==> src/rtl/pipe_controller_md.sv <==
// Control path for a 5-stage RV32IM pipeline: D-stage decode, E/M/W control
// registers, branch resolution in E and a hold timer for multi-cycle mul/div.
//
// state | meaning
// IDLE  | no long op in progress; a mul/div with latency > 1 arriving in E starts the timer
// BUSY  | long op occupying E; cnt holds the extra cycles still needed, counting down to 0
module pipe_controller_md #(
  parameter int DIV_LATENCY = 8,
  parameter int MUL_LATENCY = 1
) (
  input  logic       clk,
  input  logic       reset,
  input  logic [6:0] op,
  input  logic [2:0] funct3,
  input  logic [6:0] funct7,
  input  logic       ZeroE,
  input  logic       LtE,
  input  logic       LtuE,
  input  logic       StallE,
  input  logic       FlushE,
  output logic [2:0] ImmSrcD,
  output logic [4:0] ALUControlE,
  output logic       ALUSrcAE,
  output logic [1:0] ALUSrcBE,
  output logic       ResultSrcE0,
  output logic       PCSrcE,
  output logic       PCJalSrcE,
  output logic       MulDivE,
  output logic       BusyE,
  output logic       MemWriteM,
  output logic       RegWriteM,
  output logic       RegWriteW,
  output logic [1:0] ResultSrcW
);

  localparam logic [6:0] OP_R     = 7'b0110011;
  localparam logic [6:0] OP_IALU  = 7'b0010011;
  localparam logic [6:0] OP_LOAD  = 7'b0000011;
  localparam logic [6:0] OP_STORE = 7'b0100011;
  localparam logic [6:0] OP_BR    = 7'b1100011;
  localparam logic [6:0] OP_JAL   = 7'b1101111;
  localparam logic [6:0] OP_JALR  = 7'b1100111;
  localparam logic [6:0] OP_LUI   = 7'b0110111;
  localparam logic [6:0] OP_AUIPC = 7'b0010111;

  localparam logic [5:0] DIV_L = 6'(DIV_LATENCY);
  localparam logic [5:0] MUL_L = 6'(MUL_LATENCY);

  typedef enum logic {IDLE, BUSY} state_t;

  typedef struct packed {
    logic       regWrite;
    logic       memWrite;
    logic       jump;
    logic       branch;
    logic       jalr;
    logic       aluSrcA;
    logic [1:0] aluSrcB;
    logic [1:0] resultSrc;
    logic [4:0] aluControl;
    logic [2:0] funct3;
  } ctrl_t;

  ctrl_t      ctrlD, ctrlE;
  logic [2:0] immSrcD;
  logic       isMulDiv;
  logic       altD;
  logic [1:0] resultSrcM;
  logic       branchCond;
  logic [5:0] latE;
  logic       longOpE;
  state_t     state, stateNext;
  logic [4:0] cnt, cntNext;

  // D-stage decode; unknown opcodes fall through as an all-zero bubble
  always_comb begin
    ctrlD    = '0;
    immSrcD  = 3'b000;
    isMulDiv = (funct7 == 7'b0000001);
    altD     = 1'b0;
    case (op)
      OP_R: begin
        altD             = funct7[5] & ((funct3 == 3'b000) | (funct3 == 3'b101));
        ctrlD.regWrite   = 1'b1;
        ctrlD.aluControl = {isMulDiv, altD, funct3};
        ctrlD.funct3     = funct3;
      end
      OP_IALU: begin
        altD             = funct7[5] & (funct3 == 3'b101);
        ctrlD.regWrite   = 1'b1;
        ctrlD.aluSrcB    = 2'b01;
        ctrlD.aluControl = {1'b0, altD, funct3};
        ctrlD.funct3     = funct3;
      end
      OP_LOAD: begin
        ctrlD.regWrite  = 1'b1;
        ctrlD.aluSrcB   = 2'b01;
        ctrlD.resultSrc = 2'b01;
        ctrlD.funct3    = funct3;
      end
      OP_STORE: begin
        ctrlD.memWrite = 1'b1;
        ctrlD.aluSrcB  = 2'b01;
        ctrlD.funct3   = funct3;
        immSrcD        = 3'b001;
      end
      OP_BR: begin
        ctrlD.branch     = 1'b1;
        ctrlD.aluControl = 5'b01000;
        ctrlD.funct3     = funct3;
        immSrcD          = 3'b010;
      end
      OP_JAL: begin
        ctrlD.regWrite  = 1'b1;
        ctrlD.jump      = 1'b1;
        ctrlD.aluSrcA   = 1'b1;
        ctrlD.aluSrcB   = 2'b01;
        ctrlD.resultSrc = 2'b10;
        immSrcD         = 3'b011;
      end
      OP_JALR: begin
        ctrlD.regWrite  = 1'b1;
        ctrlD.jump      = 1'b1;
        ctrlD.jalr      = 1'b1;
        ctrlD.aluSrcB   = 2'b01;
        ctrlD.resultSrc = 2'b10;
        ctrlD.funct3    = funct3;
      end
      OP_LUI: begin
        ctrlD.regWrite = 1'b1;
        ctrlD.aluSrcB  = 2'b10;
        immSrcD        = 3'b100;
      end
      OP_AUIPC: begin
        ctrlD.regWrite = 1'b1;
        ctrlD.aluSrcA  = 1'b1;
        ctrlD.aluSrcB  = 2'b01;
        immSrcD        = 3'b100;
      end
      default: ctrlD = '0;
    endcase
  end

  assign ImmSrcD = immSrcD;

  // E register: reset, then flush to bubble, then hold while stalled or busy
  always_ff @(posedge clk) begin
    if (!reset) begin
      ctrlE <= '0;
    end else if (FlushE) begin
      ctrlE <= '0;
    end else if (!(StallE || BusyE)) begin
      ctrlE <= ctrlD;
    end
  end

  assign ALUControlE = ctrlE.aluControl;
  assign ALUSrcAE    = ctrlE.aluSrcA;
  assign ALUSrcBE    = ctrlE.aluSrcB;
  assign ResultSrcE0 = ctrlE.resultSrc[0];
  assign MulDivE     = ctrlE.aluControl[4];

  // Branch condition from the registered funct3, so a changing D stage cannot disturb it
  always_comb begin
    case (ctrlE.funct3)
      3'b000:  branchCond = ZeroE;
      3'b001:  branchCond = ~ZeroE;
      3'b100:  branchCond = LtE;
      3'b101:  branchCond = ~LtE;
      3'b110:  branchCond = LtuE;
      3'b111:  branchCond = ~LtuE;
      default: branchCond = 1'b0;
    endcase
  end

  assign PCSrcE    = (ctrlE.branch & branchCond) | ctrlE.jump;
  assign PCJalSrcE = ctrlE.jump & ctrlE.jalr;

  assign latE    = ctrlE.funct3[2] ? DIV_L : MUL_L;
  assign longOpE = MulDivE && (latE > 6'd1);

  // Timer state register
  always_ff @(posedge clk) begin
    if (!reset) begin
      state <= IDLE;
      cnt   <= 5'd0;
    end else begin
      state <= stateNext;
      cnt   <= cntNext;
    end
  end

  // Timer next state and BusyE; cnt keeps running under StallE, a flush aborts it
  always_comb begin
    stateNext = state;
    cntNext   = cnt;
    BusyE     = 1'b0;
    case (state)
      IDLE: begin
        if (longOpE) begin
          BusyE     = 1'b1;
          stateNext = BUSY;
          cntNext   = 5'(latE - 6'd2);
        end
      end
      BUSY: begin
        BusyE = (cnt != 5'd0);
        if (cnt != 5'd0) begin
          cntNext = cnt - 5'd1;
        end else begin
          stateNext = IDLE;
        end
      end
      default: stateNext = IDLE;
    endcase
    if (FlushE) begin
      stateNext = IDLE;
      cntNext   = 5'd0;
    end
  end

  // M and W registers; a busy E stage sends a bubble down the pipe
  always_ff @(posedge clk) begin
    if (!reset) begin
      RegWriteM  <= 1'b0;
      MemWriteM  <= 1'b0;
      resultSrcM <= 2'b00;
      RegWriteW  <= 1'b0;
      ResultSrcW <= 2'b00;
    end else begin
      if (BusyE) begin
        RegWriteM  <= 1'b0;
        MemWriteM  <= 1'b0;
        resultSrcM <= 2'b00;
      end else begin
        RegWriteM  <= ctrlE.regWrite;
        MemWriteM  <= ctrlE.memWrite;
        resultSrcM <= ctrlE.resultSrc;
      end
      RegWriteW  <= RegWriteM;
      ResultSrcW <= resultSrcM;
    end
  end

endmodule

==> config.mk <==
export PLATFORM = sky130hd
export DESIGN_NAME = pipe_controller_md
export DESIGN_NICKNAME = d
export VERILOG_FILES = /design/src/rtl/pipe_controller_md.sv
export SDC_FILE = /design/constraint.sdc
export NUM_CORES = 1
export LEC_CHECK = 0
export ABC_AREA = 1
export BUFFER_PORTS_ARGS = -buffer_cell sky130_fd_sc_hd__buf_4
export CAP_MARGIN = 25
export CORE_UTILIZATION = 46
export DETAILED_ROUTE_END_ITERATION = 6
export GPL_ROUTABILITY_DRIVEN = 0
export PLACE_DENSITY = 0.75
export SLEW_MARGIN = 20
export SYNTH_ARGS = -nofsm -noshare
export SYNTH_HDL_FRONTEND = slang
export SYNTH_SLANG_ARGS = --single-unit
==> constraint.sdc <==
create_clock -name clk -period 1.25 [get_ports clk]
set_input_delay 0.0625 -clock clk [delete_from_list [all_inputs] [get_ports clk]]
set_output_delay 0.0625 -clock clk [all_outputs]
set_load 0.05 [all_outputs]
==> reports/summary.md <==
Growth of design area from synthesis to finish: 49.24%. Entering global routing, the biggest net connects 18 pins. The worst path setup slack after routing was -219.9 ps. The antenna diode instance count is 0. The tools report the startpoint of the worst-slack reg-to-reg timing path as cnt[0]$_SDFFE_PP0P_.

The tightest min-delay check is of the in -> reg type. STA puts the critical path data required time at 1510 ps. Final hold analysis gives a worst-case slack of 85.07 ps.

The die is 60.43 um wide. The number of iterations in the first detailed-routing pass was 4; the starting utilization of the core area was 49.80%. The number of enable flip-flop cells after synthesis is 0. The number of global-route vias before repair was 1515. The number of cells on the worst reg-to-reg path is 9.

Final clock skew: 2.578 ps. Critical path launch point type: a register. The run gives 0 as the number of antenna violations at the first check in global routing. The logs give 3153 um2 for the total core area and 0 for the total congestion overflow.

After synthesis, the share of flip-flops with an asynchronous set or reset is 0%. The tools report the number of hold violations in the final report as 0. For this run, design rule violations remaining after detail routing come to 0.

The worst setup path is captured at a register. The setup-violating endpoint count in the final report was 30. The path with the worst hold slack has its endpoint at ALUControlE[4]$_SDFFE_PP0N_.

VDD sags by at most 0.0004978 V. The checks that failed: setup timing. The maximum fanout along the worst path works out to 8. The H-tree depth reported by CTS was 2; the number of distinct library cells after synthesis was 28.

The net switching fraction of the power is 26.38%. Startpoint of the most critical hold path: funct7[4]. The cell area power density is 831.0 nW/um2.

During placement, the flow inserted port buffers numbering 44. The routed layout has 1656 vias. The number of DRC violations after detailed-routing iteration 0 came out at 79. The tools report the net total in the final layout as 316.

After floorplanning, the core was divided into 20 placement rows. The half-perimeter wire length after placement was 2590 um. Summing every instance area after synthesis gives 1570 um2. The die span in y was 60.43 um; the sum of routed wire length over all layers was 3914 um.

Sequential elements use 39.52% of the synthesized area. The setup path with the least slack is of type reg -> reg. The tools report the part of the total power dissipated in sequential elements as 51.4%. The clock group share of total power is 34.9%, and the largest buffer count on any clock path is 2. For flop-to-flop paths, the worst setup slack is -220 ps. For the full die area, the log shows 3651 um2. Clock-pin slew was measured on the worst setup and hold paths at 100 ps. The run finished, with violations left. The tools report the total routing resource utilization after global routing as 23.20%. The count of cells along the worst hold path is 6. The area taken by multi-input logic gates was 903.4 um2.

For the finished layout, the period the worst path requires is 1470 ps. The maximum operating frequency is 0.6803 GHz. In this run the cell area measured after placement is 1977 um2.

Fill cells in the final layout number 273. Of the cells placed in the final design, the portion with a size suffix greater than 1 is 44.18%. The commonest register cell after synthesis is sky130_fd_sc_hd__dfxtp_1. The register area was 628.1 um2; the final design area excluding fillers was 2344 um2.

For the pin with the worst max-slew slack, the measured transition is 377.1 ps. Static power due to leakage: 1.120 nW. The run gives 6320 um as the wire length of the first global-routing pass. Setup repair after global routing could not meet its margin everywhere. The post-route fraction of the period consumed by the critical path came out at 117.6%. The worst pin sits at a relative slew slack of 74.63%. The average vias per placed instance was 4.929; the number of register bits inferred by synthesis was 31.

The clock insertion delay at the later pin of the skew report came out at 330 ps. The library cell used as clock root buffer was sky130_fd_sc_hd__clkbuf_4. The logs give 232 for the post-synthesis cell count and 45 for the boundary pin count.

Data arrives at the worst endpoint at 1730 ps. The run gives 0.001434 W as the internal power. Total count of max-transition violations in the final report: 0.

The tool flagged a number of max-cap violations equal to 0. During synthesis, Yosys emitted a total of 0 warnings. The tools report the terminus of the critical flop-to-flop path as ctrlE[13]$_SDFFE_PP0N_.

The run gives 31 as the number of sinks handled by clock tree synthesis. OpenSTA, run right after detailed placement, puts the worst setup slack at -55.29 ps. The part of the power in combinational logic was 13.7%; the synthesized area per cell was 6.768 um2. In the final timing run, aggregate negative setup slack is -4115 ps. In this run the power spent charging and discharging nets is 0.0005138 W. The design draws 0.001947 W. In this run the remaining antenna-violating nets after routing total 0.

TritonCTS built the clock tree. The logs give 257 for the number of nets produced by synthesis and 5 for the number of buffers created by CTS. The routed wirelength normalized by instance count came out at 11.65 um.
sequential cells by signal, indices dropped and copies added, names as in the netlist:
name and cells:
RegWriteM 1, cnt 5, ALUSrcAE 1, ctrlE 9, ALUSrcBE 2, RegWriteW 1, MemWriteM 1, state 1
ResultSrcW 2, resultSrcM 2, ALUControlE 5, ResultSrcE0 1
worst max-delay path by stage:
stage	end	from	slack, ps	cells after the start
3_5_place_dp	ALUSrcBE[0]$_SDFFE_PP0N_	cnt[1]$_SDFFE_PP0P_	-60	9
6_report	ctrlE[13]$_SDFFE_PP0N_	cnt[0]$_SDFFE_PP0P_	-220	9
3_3_place_gp	ctrlE[15]$_SDFFE_PP0N_	cnt[1]$_SDFFE_PP0P_	-40	8
5_1_grt	ALUSrcBE[0]$_SDFFE_PP0N_	cnt[0]$_SDFFE_PP0P_	-260	10
4_1_cts	BusyE	cnt[0]$_SDFFE_PP0P_	-170	7
2_1_floorplan	ALUControlE[3]$_SDFFE_PP0N_	cnt[1]$_SDFFE_PP0P_	-20	10
critical path, stage by stage (launching register included):
cell and delay, ps:
sky130_fd_sc_hd__dfxtp_2 340, sky130_fd_sc_hd__inv_2 80, sky130_fd_sc_hd__ha_4 160, sky130_fd_sc_hd__nand3_4 70, sky130_fd_sc_hd__nand2_4 100, sky130_fd_sc_hd__buf_12 110, sky130_fd_sc_hd__nand3_4 160, sky130_fd_sc_hd__inv_6 150
sky130_fd_sc_hd__nand2_1 80, sky130_fd_sc_hd__a21oi_1 160
logic make-up (layout without fill, tap and decap cells):
| kind of cell | after synthesis | count (layout) | synth area share [%] |
|---|---|---|---|
| and+or+nand+nor | 113 | 114 | 32.43 |
| buffers and inverters | 51 | 110 | 14.58 |
| AOI/OAI and AO/OA | 35 | 35 | 12.11 |
| DFF | 31 | 31 | 39.52 |
| adders and majority gates | 1 | 1 | 0.7967 |
| xor gates and xnor gates | 1 | 1 | 0.5579 |
timing repair:
action,4_1_cts,5_1_grt
endpoints found under the hold margin,4,0
pin swaps,7,4
resized for setup,46,19
gates cloned,1,0
hold buffers,2,0
setup endpoints to repair,24,30
buffers inserted,5,1
synthesized netlist by cell type, types with 3 or more instances:
cell	number	area (um2)
sky130_fd_sc_hd__o21ai_0	6	30.03
sky130_fd_sc_hd__nor2_2	3	18.77
sky130_fd_sc_hd__nand3_1	11	55.05
sky130_fd_sc_hd__nor2_1	27	101.4
sky130_fd_sc_hd__o21ai_1	3	15.01
sky130_fd_sc_hd__nor3_1	3	15.01
sky130_fd_sc_hd__nand2_1	58	217.7
sky130_fd_sc_hd__inv_2	6	22.52
sky130_fd_sc_hd__a21oi_1	21	105.1
sky130_fd_sc_hd__inv_1	35	131.4
sky130_fd_sc_hd__buf_4	8	60.06
sky130_fd_sc_hd__dfxtp_1	31	620.6
power groups by stage:
stage,clock [W],sequential [W],combinational (W)
6_report,0.000680,0.00100,0.000267
5_1_grt,0.000754,0.00100,0.000290
3_3_place_gp,0,0.00102,0.000223
3_5_place_dp,0,0.00102,0.000226
4_1_cts,0.000691,0.00100,0.000258
2_1_floorplan,0,0.00104,0.000118
cell type report:
| type | count | share of cell area, % |
|---|---|---|
| repair buffers | 61 | 22.10 |
| clock inverters | 1 | 0.3203 |
| clock buffers | 7 | 2.776 |
| well taps | 44 | 2.349 |
| multi-input cells | 151 | 38.55 |
| flip-flops and latches | 31 | 26.80 |
| inverters | 41 | 7.101 |
metal layers:
| metal | global-route usage, % | wire, um | vias up |
|---|---|---|---|
| li1 | - | - | 835 |
| met1 | 28.08 | 1714 | 739 |
| met2 | 38.78 | 1882 | 66 |
| met3 | 6.183 | 227 | 16 |
| met4 | 10.06 | 89 | 0 |
| met5 | 0 | 0 | - |
metrics by stage:
step                std cells  utilization, %
floorplan                 232               -
CTS                       336           71.75
detailed placement        320           62.70
finish                    336           74.33
global route              336           74.33
global placement          320           62.70
placed cells by master, fill, tap and decap left out:
master / n
sky130_fd_sc_hd__nor2_4: 3
sky130_fd_sc_hd__nor3_2: 1
sky130_fd_sc_hd__nand4_1: 2
sky130_fd_sc_hd__inv_1: 33
sky130_fd_sc_hd__nor3_1: 3
sky130_fd_sc_hd__a21oi_1: 15
sky130_fd_sc_hd__dlygate4sd3_1: 2
sky130_fd_sc_hd__nand2_2: 17
sky130_fd_sc_hd__inv_6: 1
sky130_fd_sc_hd__ha_4: 1
sky130_fd_sc_hd__dfxtp_4: 1
sky130_fd_sc_hd__a21o_1: 1
sky130_fd_sc_hd__o21ai_0: 1
sky130_fd_sc_hd__clkbuf_4: 5
sky130_fd_sc_hd__nor2_2: 5
sky130_fd_sc_hd__nand3_1: 10
sky130_fd_sc_hd__o31ai_1: 1
sky130_fd_sc_hd__a21oi_2: 8
sky130_fd_sc_hd__dfxtp_1: 27
sky130_fd_sc_hd__xnor2_1: 1
sky130_fd_sc_hd__inv_8: 1
sky130_fd_sc_hd__nor4_1: 1
sky130_fd_sc_hd__nand2_1: 36
sky130_fd_sc_hd__inv_2: 6
sky130_fd_sc_hd__nand3_2: 2
sky130_fd_sc_hd__buf_8: 1
sky130_fd_sc_hd__o21ai_2: 2
sky130_fd_sc_hd__dfxtp_2: 3
sky130_fd_sc_hd__o31ai_2: 1
sky130_fd_sc_hd__clkbuf_8: 2
sky130_fd_sc_hd__buf_12: 2
sky130_fd_sc_hd__or2_0: 1
sky130_fd_sc_hd__buf_4: 50
sky130_fd_sc_hd__clkinvlp_4: 1
sky130_fd_sc_hd__nor2_1: 23
sky130_fd_sc_hd__nand3_4: 3
sky130_fd_sc_hd__o21ai_1: 6
sky130_fd_sc_hd__nand2_4: 7
sky130_fd_sc_hd__buf_6: 6
Note: power is estimated with default switching activity, not from simulation.
